$ cat config.mk
export PLATFORM = sky130hd
export DESIGN_NAME = step_ctrl
export DESIGN_NICKNAME = d
export VERILOG_FILES = /design/src/rtl/step_ctrl.sv
export SDC_FILE = /design/constraint.sdc
export NUM_CORES = 1
export LEC_CHECK = 0
export CAP_MARGIN = 25
export CORE_MARGIN = 5
export CORE_UTILIZATION = 30
export DETAILED_ROUTE_END_ITERATION = 10
export GPL_ROUTABILITY_DRIVEN = 0
export HOLD_SLACK_MARGIN = 0.05
export PLACE_DENSITY_LB_ADDON = 0.3
export SLEW_MARGIN = 10
export SYNTH_ARGS = -nofsm -noshare
export SYNTH_HDL_FRONTEND = slang
export SYNTH_SLANG_ARGS = --single-unit
$ cat constraint.sdc
create_clock -name clk -period 3.1 [get_ports clk]
set_input_delay 0.775 -clock clk [delete_from_list [all_inputs] [get_ports clk]]
set_output_delay 0.775 -clock clk [all_outputs]
set_load 0.03 [all_outputs]
$ cat src/rtl/step_ctrl.sv
// Step/run clock-enable controller: gates N_CH channel enables for single steps,
// counted runs or free runs, and stops on count, STOP command or halt.
module step_ctrl #(
  parameter int CNT_W = 16,
  parameter int N_CH  = 4
) (
  input  logic             clk,
  input  logic             reset_n,
  input  logic             cmd_valid,
  output logic             cmd_ready,
  input  logic [1:0]       cmd_op,
  input  logic [CNT_W-1:0] cmd_count,
  input  logic [N_CH-1:0]  cmd_mask,
  input  logic             halt,
  output logic [N_CH-1:0]  ce,
  output logic             busy,
  output logic             done,
  output logic [1:0]       done_reason,
  output logic             cmd_err,
  output logic [CNT_W-1:0] cycles_run
);

  typedef enum logic [1:0] {
    S_IDLE = 2'd0,
    S_RUN  = 2'd1,
    S_FREE = 2'd2,
    S_DONE = 2'd3
  } state_t;

  localparam logic [1:0] OP_STOP  = 2'd0;
  localparam logic [1:0] OP_STEP  = 2'd1;
  localparam logic [1:0] OP_RUN_N = 2'd2;
  localparam logic [1:0] OP_FREE  = 2'd3;

  localparam logic [1:0] R_COUNT = 2'd0;
  localparam logic [1:0] R_STOP  = 2'd1;
  localparam logic [1:0] R_HALT  = 2'd2;

  localparam logic [CNT_W-1:0] CNT_ONE = CNT_W'(1);

  state_t           state_q, state_d;
  logic [CNT_W-1:0] remaining_q, remaining_d;
  logic [N_CH-1:0]  mask_q, mask_d;
  logic [N_CH-1:0]  ce_d;
  logic [1:0]       reason_d;
  logic             err_d;
  logic             clear_cycles;
  logic             xfer;

  function automatic logic [CNT_W-1:0] sat_inc(input logic [CNT_W-1:0] v);
    return (&v) ? v : v + CNT_ONE;
  endfunction

  assign cmd_ready = (state_q != S_DONE);
  assign busy      = (state_q != S_IDLE);
  assign done      = (state_q == S_DONE);
  assign xfer      = cmd_valid && cmd_ready;

  always_comb begin
    state_d      = state_q;
    remaining_d  = remaining_q;
    mask_d       = mask_q;
    reason_d     = R_COUNT;
    err_d        = 1'b0;
    clear_cycles = 1'b0;
    case (state_q)
      S_IDLE: begin
        if (xfer) begin
          case (cmd_op)
            OP_STEP: begin
              state_d      = S_RUN;
              remaining_d  = CNT_ONE;
              mask_d       = cmd_mask;
              clear_cycles = 1'b1;
            end
            OP_RUN_N: begin
              clear_cycles = 1'b1;
              if (cmd_count != '0) begin
                state_d     = S_RUN;
                remaining_d = cmd_count;
                mask_d      = cmd_mask;
              end else begin
                state_d  = S_DONE;
                reason_d = R_COUNT;
              end
            end
            OP_FREE: begin
              state_d      = S_FREE;
              mask_d       = cmd_mask;
              clear_cycles = 1'b1;
            end
            default: ;
          endcase
        end
      end
      S_RUN, S_FREE: begin
        // Only STOP is meaningful while running; anything else is flagged and dropped.
        err_d = xfer && (cmd_op != OP_STOP);
        if (state_q == S_RUN)
          remaining_d = remaining_q - CNT_ONE;
        if (halt) begin
          state_d  = S_DONE;
          reason_d = R_HALT;
        end else if (xfer && (cmd_op == OP_STOP)) begin
          state_d  = S_DONE;
          reason_d = R_STOP;
        end else if ((state_q == S_RUN) && (remaining_q == CNT_ONE)) begin
          state_d  = S_DONE;
          reason_d = R_COUNT;
        end
      end
      S_DONE:  state_d = S_IDLE;
      default: state_d = S_IDLE;
    endcase
    ce_d = ((state_d == S_RUN) || (state_d == S_FREE)) ? mask_d : '0;
  end

  always_ff @(posedge clk or negedge reset_n) begin
    if (!reset_n) begin
      state_q     <= S_IDLE;
      remaining_q <= '0;
      mask_q      <= '0;
      ce          <= '0;
      done_reason <= R_COUNT;
      cmd_err     <= 1'b0;
      cycles_run  <= '0;
    end else begin
      state_q     <= state_d;
      remaining_q <= remaining_d;
      mask_q      <= mask_d;
      ce          <= ce_d;
      done_reason <= reason_d;
      cmd_err     <= err_d;
      // A start command only comes from IDLE where ce is 0, so clear never races an increment.
      if (clear_cycles)
        cycles_run <= '0;
      else if (|ce)
        cycles_run <= sat_inc(cycles_run);
    end
  end

endmodule

Word-level counts from Yosys, hierarchy flattened:

Cells that the tools add are included.

* register bits: 45
* bits in latches: 0
* memory bits (writable): 0
* bits in read-only memories: 0
* input port bits: 26
* output and inout bits: 26
* word-level logic and storage cells: 70
* memories: 0

* add/sub/neg operators: 2
* multipliers: 0
* div/mod/pow operators: 0
* magnitude comparators: 0
* equal/unequal tests: 15
* shift-type cells: 0
* muxes and demuxes: 27
* bitwise operators: 0
* reduce and logical (&&, ||, !) cells: 19

Operators by type and width (number)
* two-way mux 16 bit: 6
* case mux 16 bit (2 select lines): 2
* adder 16 x 1 -> 16 bit (second input constant): 1
* equality test 16 x 1 -> 1 bit (second input constant): 1
* two-way mux 4 bit: 4
* AND reduction 16 bit: 1
* nonzero test 16 bit: 1
* subtractor 16 x 1 -> 16 bit (second input constant): 1
* two-way mux 2 bit: 7
* case mux 2 bit (3 select lines): 2
* equality test 2 bit (second input constant): 5
* inequality test 2 bit (second input constant): 4
* case mux 4 bit (2 select lines): 1
* nonzero test 2 bit: 4
* equality test 2 x 1 -> 1 bit (second input constant): 3
* two-way mux 1 bit: 5
* AND reduction 5 bit: 1
* logical AND 1 bit: 4
* zero test 2 bit: 2
* OR reduction 2 bit: 2
* OR reduction 4 bit: 1
* inequality test 3 x 1 -> 1 bit (second input constant): 1
* inequality test 3 bit (second input constant): 1
* OR reduction 3 bit: 1
* other kinds (2): 2

Logic depth before layout (Yosys ltp):

Gate-level depths: netlist (run 1).

* depth in word-level cells: 9
* gate-level depth with buffers: 9
* mapped depth without buffers: 7

Worst setup path before layout (run 1):

Ideal clock, no wire load.

* path kind: input -> register
* start point: input port cmd_op[0]
* end point: register ce[0]
* library setup time: 0.136 ns
* arrival: 2.008 ns
* data required time: 2.964 ns
* path slack: 0.956 ns
* stages: 8
* buffers on the path: 1
* cell sequence: inv_1 ha_1 clkbuf_1 o21ai_0 mux2i_1 o22ai_2 xnor2_1 a211oi_1

* longest elaborated chain between the ends: 8
* elaborated cells between the ends (all ways): 18
* those cells by class: eq/ne: 5; mux: 9; reduce/logical: 4

Ends and longest elaborated chain
* start, declared: RTL line 11 `input logic [1:0] cmd_op,`
* parallel branches: the longest is 7 deep, another holds case mux 2 bit (3 select lines)
* two-way mux 4 bit (*): RTL line 115 `ce_d = ((state_d == S_RUN) || (state_d == S_FREE)) ? mask_d : '0;`
* net ce_d[0]: RTL line 44 `logic [N_CH-1:0] ce_d;`
* end signal, assigned: RTL line 123 `ce <= '0;`
* end signal, assigned: RTL line 131 `ce <= ce_d;`
* end, declared: RTL line 15 `output logic [N_CH-1:0] ce,`

Mark *: on every way through the listed nets, which the timed path passes.
A chain may end at the register's enable or synchronous reset.

Worst setup path in the final report (run 1):

* start point: register state_q[1]
* end point: output port busy

* longest elaborated chain between the ends: 1

Ends and longest elaborated chain
* start, declared: RTL line 41 `state_t state_q, state_d;`
* start signal, assigned: RTL line 128 `state_q <= state_d;`
* nonzero test 2 bit: RTL line 55 `assign busy = (state_q != S_IDLE);`
* end, declared: RTL line 16 `output logic busy,`

No other way between the ends.

==> results of run 1 <==
layout make-up:
cell class              instances  area, um2  area share, %
multi-input cells             238       1550           44.0
flip-flops and latches         45       1130           31.9
well taps                     111        139           3.93
clock inverters                 3       21.3          0.603
clock buffers                   5       68.8           1.95
repair buffers                 61        581           16.4
inverters                      11       41.3           1.17
flip-flops by register name (all words and copies together) (netlist names):
name         count
done_reason      2
cmd_err          1
cycles_run      16
ce               4
mask_q           4
remaining_q     16
state_q          2
per-layer routing:
metal / share of wire [%] / up-vias / global-route usage, %
li1: - / 1242 / -
met3: 6.6 / 7 / 3.16
met2: 47 / 67 / 21.4
met4: 0.68 / 0 / 2.31
met1: 46 / 1227 / 17.2
met5: 0 / - / 0
cells in the mapped netlist (all sizes together), types with 2 or more instances:
cell type,n
buf,6
nand4b,3
nor3b,3
nor2,30
ha,13
o21ai,19
nand2,33
nor2b,2
and3,2
nand2b,3
o2111ai,3
a31oi,5
and4,4
nand3,16
and3b,3
nor3,6
o211ai,7
inv,11
a22oi,7
dfrtp,45
or4,2
nand4,5
a21oi,9
a211o,3
a2bb2oi,2
a211oi,4
o21a,3
clkbuf,8
a32oi,4
mux2i,2
or3,3
nor4,9
xor2,12
a221oi,2
and2,3
o22ai,3
power by group:
group / leakage [nW] / internal (W) / switching [W]
clock network: 0.0445 / 0.000160 / 0.000215
registers: 0.597 / 0.000761 / 0.000184
logic: 0.858 / 0.000585 / 0.000890
total: 1.50 / 0.00151 / 0.00129
path summary, 6_finish.rpt:
kind | from | endpoint | slack, ns
max in group asynchronous | reset_n | state_q[0]$_DFF_PN0_ | 2.13
max reg2reg | state_q[1]$_DFF_PN0_ | ce[0]$_DFF_PN0_ | 0.80
min reg2reg | mask_q[0]$_DFF_PN0_ | mask_q[0]$_DFF_PN0_ | 0.54
min in group clk | mask_q[0]$_DFF_PN0_ | mask_q[0]$_DFF_PN0_ | 0.54
min | reset_n | cycles_run[14]$_DFFE_PN0P_ | 0.37
max | state_q[1]$_DFF_PN0_ | busy | 0.41
kinds of logic after synthesis:
kind of cell / after synthesis / synth area share (%)
simple gates: 131 / 25.5
compound gates: 79 / 19.6
flops: 45 / 40.4
buf+inv: 25 / 3.82
xor+xnor: 13 / 4.09
fa+ha+maj: 13 / 5.84
mux: 2 / 0.719
stage by stage:
step	power (W)	setup slack, ns	area (um2)	cells	hold WS [ns]
final	0.00279	0.408	3530	474	0.373
after global routing	0.00302	0.297	3530	474	0.387
after CTS	0.00280	0.399	3530	474	0.378
after detailed placement	0.00242	0.187	3440	466	0.514
after global placement	0.00239	0.224	3440	466	0.515
after floorplan	0.00196	0.956	2790	308	0.478
critical path, stage by stage, from the launching register on:
cell             delay [ns]
dfrtp_1                0.45
inv_1                  0.09
ha_1                   0.30
inv_1                  0.11
clkdlybuf4s50_1        0.67
==> flow_summary_export.csv, run 1 <==
group,metric,value,unit
status,status,"complete, no violations",
timing,period_share,86.8,%
finish,final_cell_mix,"clkdlybuf4s50_1, dfrtp_1, nand2_1",
die,die-area,0.0113,mm2
die,dieHeight,106,um
cts,clock_path_buffers,2,
worst_setup_path,crit_fanout,10,
synthesis,synth_enable_flop_cells,0,
cts,root_buffer,"clkbuf_8",
finish,finish.utilization,38.6,%
global_routing,grt_usage,12.9,%
cts,cts_setup_buffers,0,
detailed_routing,drtIter0Drc,131,
placement,port_buffers,51,
synthesis,ys_seq_area_share,40.4,%
job,timing.max_cap.violations,0,
die,num_io_pins,52,
timing,skew,0.00817,ns
synthesis,async_flop_share,100,%
cts,cts_sinks,45,
cts,clk_pin_slew,0.09,ns
detailed_routing,postRouteAntennaNets,0,
die,die_x,106,um
die,start_util,30.4,%
timing,worst_slew_pin_slew,0.680,ns
timing,min_period,2.69,ns
min_path,min_path_type,"primary input to asynchronous set/reset pin",
timing,maxSlewHeadroom,54.3,%
synthesis,avgSynthCellArea,9.04,um2
worst_setup_path,reg2reg_depth,7,
finish,final_common_cell,"clkdlybuf4s50_1",
cts,cts_buffers,5,
synthesis,yosys.area.top_type,"dfrtp_1",
timing,setup_violations,0,
synthesis,syn_inst,308,
worst_setup_path,path_class,"register to primary output",
die,fp.coreArea,0.00915,mm2
finish,diodes,0,
timing,clock.fmax,371,MHz
cts,cts-resized-gates,0,
worst_setup_path,critPathArrivalTime,1.92,ns
global_routing,grt_max_degree,34,
timing,hold_viol_final,0,
synthesis,syn_area,0.00279,mm2
die,rows,35,
detailed_routing,wirelength,7.25,mm
synthesis,synth-seq-cells,45,
detailed_routing,avgViaCountPerCell,5.36,
timing,rsz0062_at_grt,"false",
global_routing,antenna_found_initial,0,
synthesis,synth.yosys.warnings,0,
pwr,p_leak,1.50,nW
finish,final_nets,401,
global_routing,grt_pass1_wl,12.1,mm
global_routing,grt_pass1_vias,2502,
timing,final-max-slew-violation-count,0,
synthesis,ys.flop_type,"dfrtp_1",
synthesis,synth_nets,347,
cts,cts_hold_buf,0,
placement,hpwl,5.53,mm
cts,cts_tree,"built",
synthesis,yosys.area.top_type_share,40.4,%
global_routing,grt_overflow_total,0,
worst_setup_path,crit_required,2.32,ns
detailed_routing,drc,0,
finish,fillerInstances,923,
cts,clock_latency,0.30,ns
pwr,powerDensity,792,mW/mm2
detailed_routing,dr.pass1.iters,4,
cts,cts_max_level,2,
timing,fin_tns_setup,0,ns
synthesis,yosysUniqueCellTypes,55,
worst_setup_path,crit_path_start_kind,"register",
worst_setup_path,end_kind,"primary output",
finish,area_growth,26.7,%
pwr,ir_worst_vdd,315,uV
detailed_routing,via_count,2543,
detailed_routing,wl_per_cell,15.3,um
finish,drive_above_1_share,6.89,%
synthesis,ys_top_cells_by_area,"dfrtp_1, ha_1, nand2_1",
Note: power is estimated with default switching activity, not from simulation.
==> run 2: changes to the inputs <==
--- a/config.mk
+++ b/config.mk
@@ -6,6 +6,8 @@
 export NUM_CORES = 1
 export LEC_CHECK = 0
 export CAP_MARGIN = 25
+export CELL_PAD_IN_SITES_DETAIL_PLACEMENT = 1
+export CELL_PAD_IN_SITES_GLOBAL_PLACEMENT = 1
 export CORE_MARGIN = 5
 export CORE_UTILIZATION = 30
 export DETAILED_ROUTE_END_ITERATION = 10
==> run 2 against run 1 <==
Highest routed layer unchanged. Clock power is 1% lower. Die area stayed put. Non-clock buffer count fell by 1. Total power increased by 1.7%. Final cell count fell by 0.21%. Setup slack got worse by 0.074 ns. Hold slack better by 0.039 ns. Sequential power rose by 0.4%. Register-to-register slack worse by 0.11 ns. Design area about the same. Wire length is 12% higher.
==> flow_summary_export.csv, run 2 (synthesized netlist as in run 1, its figures left out) <==
group,metric,value,unit
timing,setup_violations,0,
global_routing,grt_pass1_wl,13.3,mm
die,die-area,0.0113,mm2
worst_setup_path,cp_top_family,"simple AND/OR/NAND/NOR gates",
detailed_routing,wl_per_cell,17.2,um
timing,hold_ws,0.412,ns
worst_setup_path,crit_fanout,6,
detailed_routing,postRouteAntennaNets,0,
pwr,p_leak,1.49,nW
worst_setup_path,crit_required,3.30,ns
global_routing,use_met1,18.9,%
cts,clk_pin_slew,0.09,ns
worst_setup_path,cp_cell_sequence,"clkdlybuf4s50_1, inv_1, ha_1, nor3b_2, nand2_1, nor2_1, a22oi_1, a211oi_1",
cts,cts_sinks,45,
die,fp.coreArea,0.00915,mm2
worst_setup_path,crit_slowest_cell,"clkdlybuf4s50_1",
finish,final_common_cell,"clkdlybuf4s50_1",
worst_setup_path,path_class,"primary input to register",
worst_setup_path,worst-path-buf-inv,2,
timing,rsz0062_at_grt,"false",
detailed_routing,via_count,2570,
placement,port_buffers,51,
die,num_io_pins,52,
worst_setup_path,r2r-start,"state_q[0]$_DFF_PN0_",
global_routing,grt_max_degree,30,
job,timing.max_cap.violations,0,
finish,drive_above_1_share,6.35,%
timing,worst_slew_pin_slew,0.666,ns
global_routing,grt_pass1_vias,2648,
finish,area_growth,26.8,%
finish,top_regs,"cycles_run: 16 flops, remaining_q: 16 flops",
die,die_x,106,um
timing,period_share,89.2,%
timing,fin_tns_setup,0,ns
timing,final-max-slew-violation-count,0,
pwr,ir_worst_vdd,255,uV
timing,hold_viol_final,0,
timing,skew,0.00657,ns
global_routing,antenna_found_initial,0,
timing,min_period,2.77,ns
finish,final_nets,400,
detailed_routing,drc,0,
pwr,powerDensity,805,mW/mm2
min_path,min_path_type,"primary input to asynchronous set/reset pin",
die,start_util,30.4,%
global_routing,top_usage_layer,"met2",
cts,cts_setup_buffers,0,
global_routing,grt_usage,14.5,%
worst_setup_path,critPathArrivalTime,2.96,ns
cts,root_buffer,"clkbuf_8",
placement,hpwl,6.22,mm
worst_setup_path,max_stage_delay,0.52,ns
die,dieHeight,106,um
detailed_routing,wirelength,8.15,mm
cts,clock_path_buffers,2,
status,status,"complete, no violations",
timing,maxSlewHeadroom,55.2,%
worst_setup_path,crit_path_start_kind,"primary input",
worst_setup_path,critical_path.startpoint,"cmd_op[0]",
worst_setup_path,end_kind,"register",
cts,clock_latency,0.30,ns
finish,final_cell_mix,"clkdlybuf4s50_1, dfrtp_1, nand2_1",
detailed_routing,dr.pass1.iters,4,
finish,diodes,0,
cts,cts_max_level,2,
cts,cts_buffers,5,
timing,clock.fmax,362,MHz
cts,cts-resized-gates,0,
die,rows,35,
cts,cts_tree,"built",
global_routing,grt_overflow_total,0,
detailed_routing,drtIter0Drc,63,
global_routing,gr-usage-met2,25.6,%
global_routing,grt_util_met3,2.31,%
cts,cts_hold_buf,0,
detailed_routing,avgViaCountPerCell,5.43,
-- run 2: changes by cell type in the layout (fill, tap and decap cells not counted), sizes merged --
| cell | previous run | this run |
|---|---|---|
| buf | 11 | 10 |
| clkinvlp | 1 | 2 |
| clkbuf | 5 | 6 |
| inv | 12 | 11 |
| clkinv | 1 | 0 |
-- run 2: routing by layer --
| layer | up-vias | part of all wire [%] |
|---|---|---|
| met1 | 1270 | 47 |
| met3 | 5 | 4.0 |
| met4 | 0 | 0.56 |
| met2 | 53 | 49 |
| li1 | 1242 | - |
| met5 | - | 0 |
-- run 2: worst register-to-register path, stage by stage, from the launching register on --
cell and delay (ns):
dfrtp_1 0.46, inv_1 0.09, ha_1 0.29, buf_4 0.19, nand2b_1 0.20, a2111oi_1 0.46
o21a_1 0.33, o2bb2a_1 0.26, nand2_1 0.06
-- run 2: per-stage QoR --
stage | setup WS [ns] | util (%) | std cells | total power [W] | instance area (um2)
2_1_floorplan | 0.956 | - | 308 | 0.00196 | 2790
3_5_place_dp | 0.0343 | 37.6 | 465 | 0.00250 | 3440
3_3_place_gp | 0.115 | 37.6 | 465 | 0.00245 | 3440
5_1_grt | 0.162 | 38.6 | 473 | 0.00308 | 3530
4_1_cts | 0.337 | 38.6 | 473 | 0.00288 | 3530
6_report | 0.334 | 38.6 | 473 | 0.00284 | 3530
-- run 2: worst paths after layout --
| path | endpoint | slack, ns | cells past startpoint |
|---|---|---|---|
| max in group asynchronous | remaining_q[14]$_DFFE_PN0P_ | 1.94 | 2 |
| min in group clk | remaining_q[11]$_DFFE_PN0P_ | 0.53 | 2 |
| min reg2reg | remaining_q[11]$_DFFE_PN0P_ | 0.53 | 2 |
| max | ce[3]$_DFF_PN0_ | 0.33 | 8 |
| max reg2reg | remaining_q[10]$_DFFE_PN0P_ | 0.69 | 8 |
| min | cycles_run[14]$_DFFE_PN0P_ | 0.41 | 1 |
-- run 2: final cells by class --
class | count | area (um2)
fillers | 1069 | 5620
inverters | 11 | 41.3
well taps | 111 | 139
multi-input cells | 238 | 1550
flip-flops and latches | 45 | 1130
clock inverters | 2 | 15.0
repair buffers | 60 | 586
clock buffers | 6 | 72.6
-- run 2: report_power, final --
part	internal, W	switching, W
Clock	0.000159	0.000212
Combinational	0.000602	0.000921
Sequential	0.000761	0.000187
Total	0.00152	0.00132
==> run 3: changes to the inputs <==
--- a/config.mk
+++ b/config.mk
@@ -12,7 +12,7 @@
 export CORE_UTILIZATION = 30
 export DETAILED_ROUTE_END_ITERATION = 10
 export GPL_ROUTABILITY_DRIVEN = 0
-export HOLD_SLACK_MARGIN = 0.05
+export HOLD_SLACK_MARGIN = 0.02
 export PLACE_DENSITY_LB_ADDON = 0.3
 export SLEW_MARGIN = 10
 export SYNTH_ARGS = -nofsm -noshare
==> results of run 3 <==
Same layout as run 2: the final DEF is identical, and so are final timing and power.
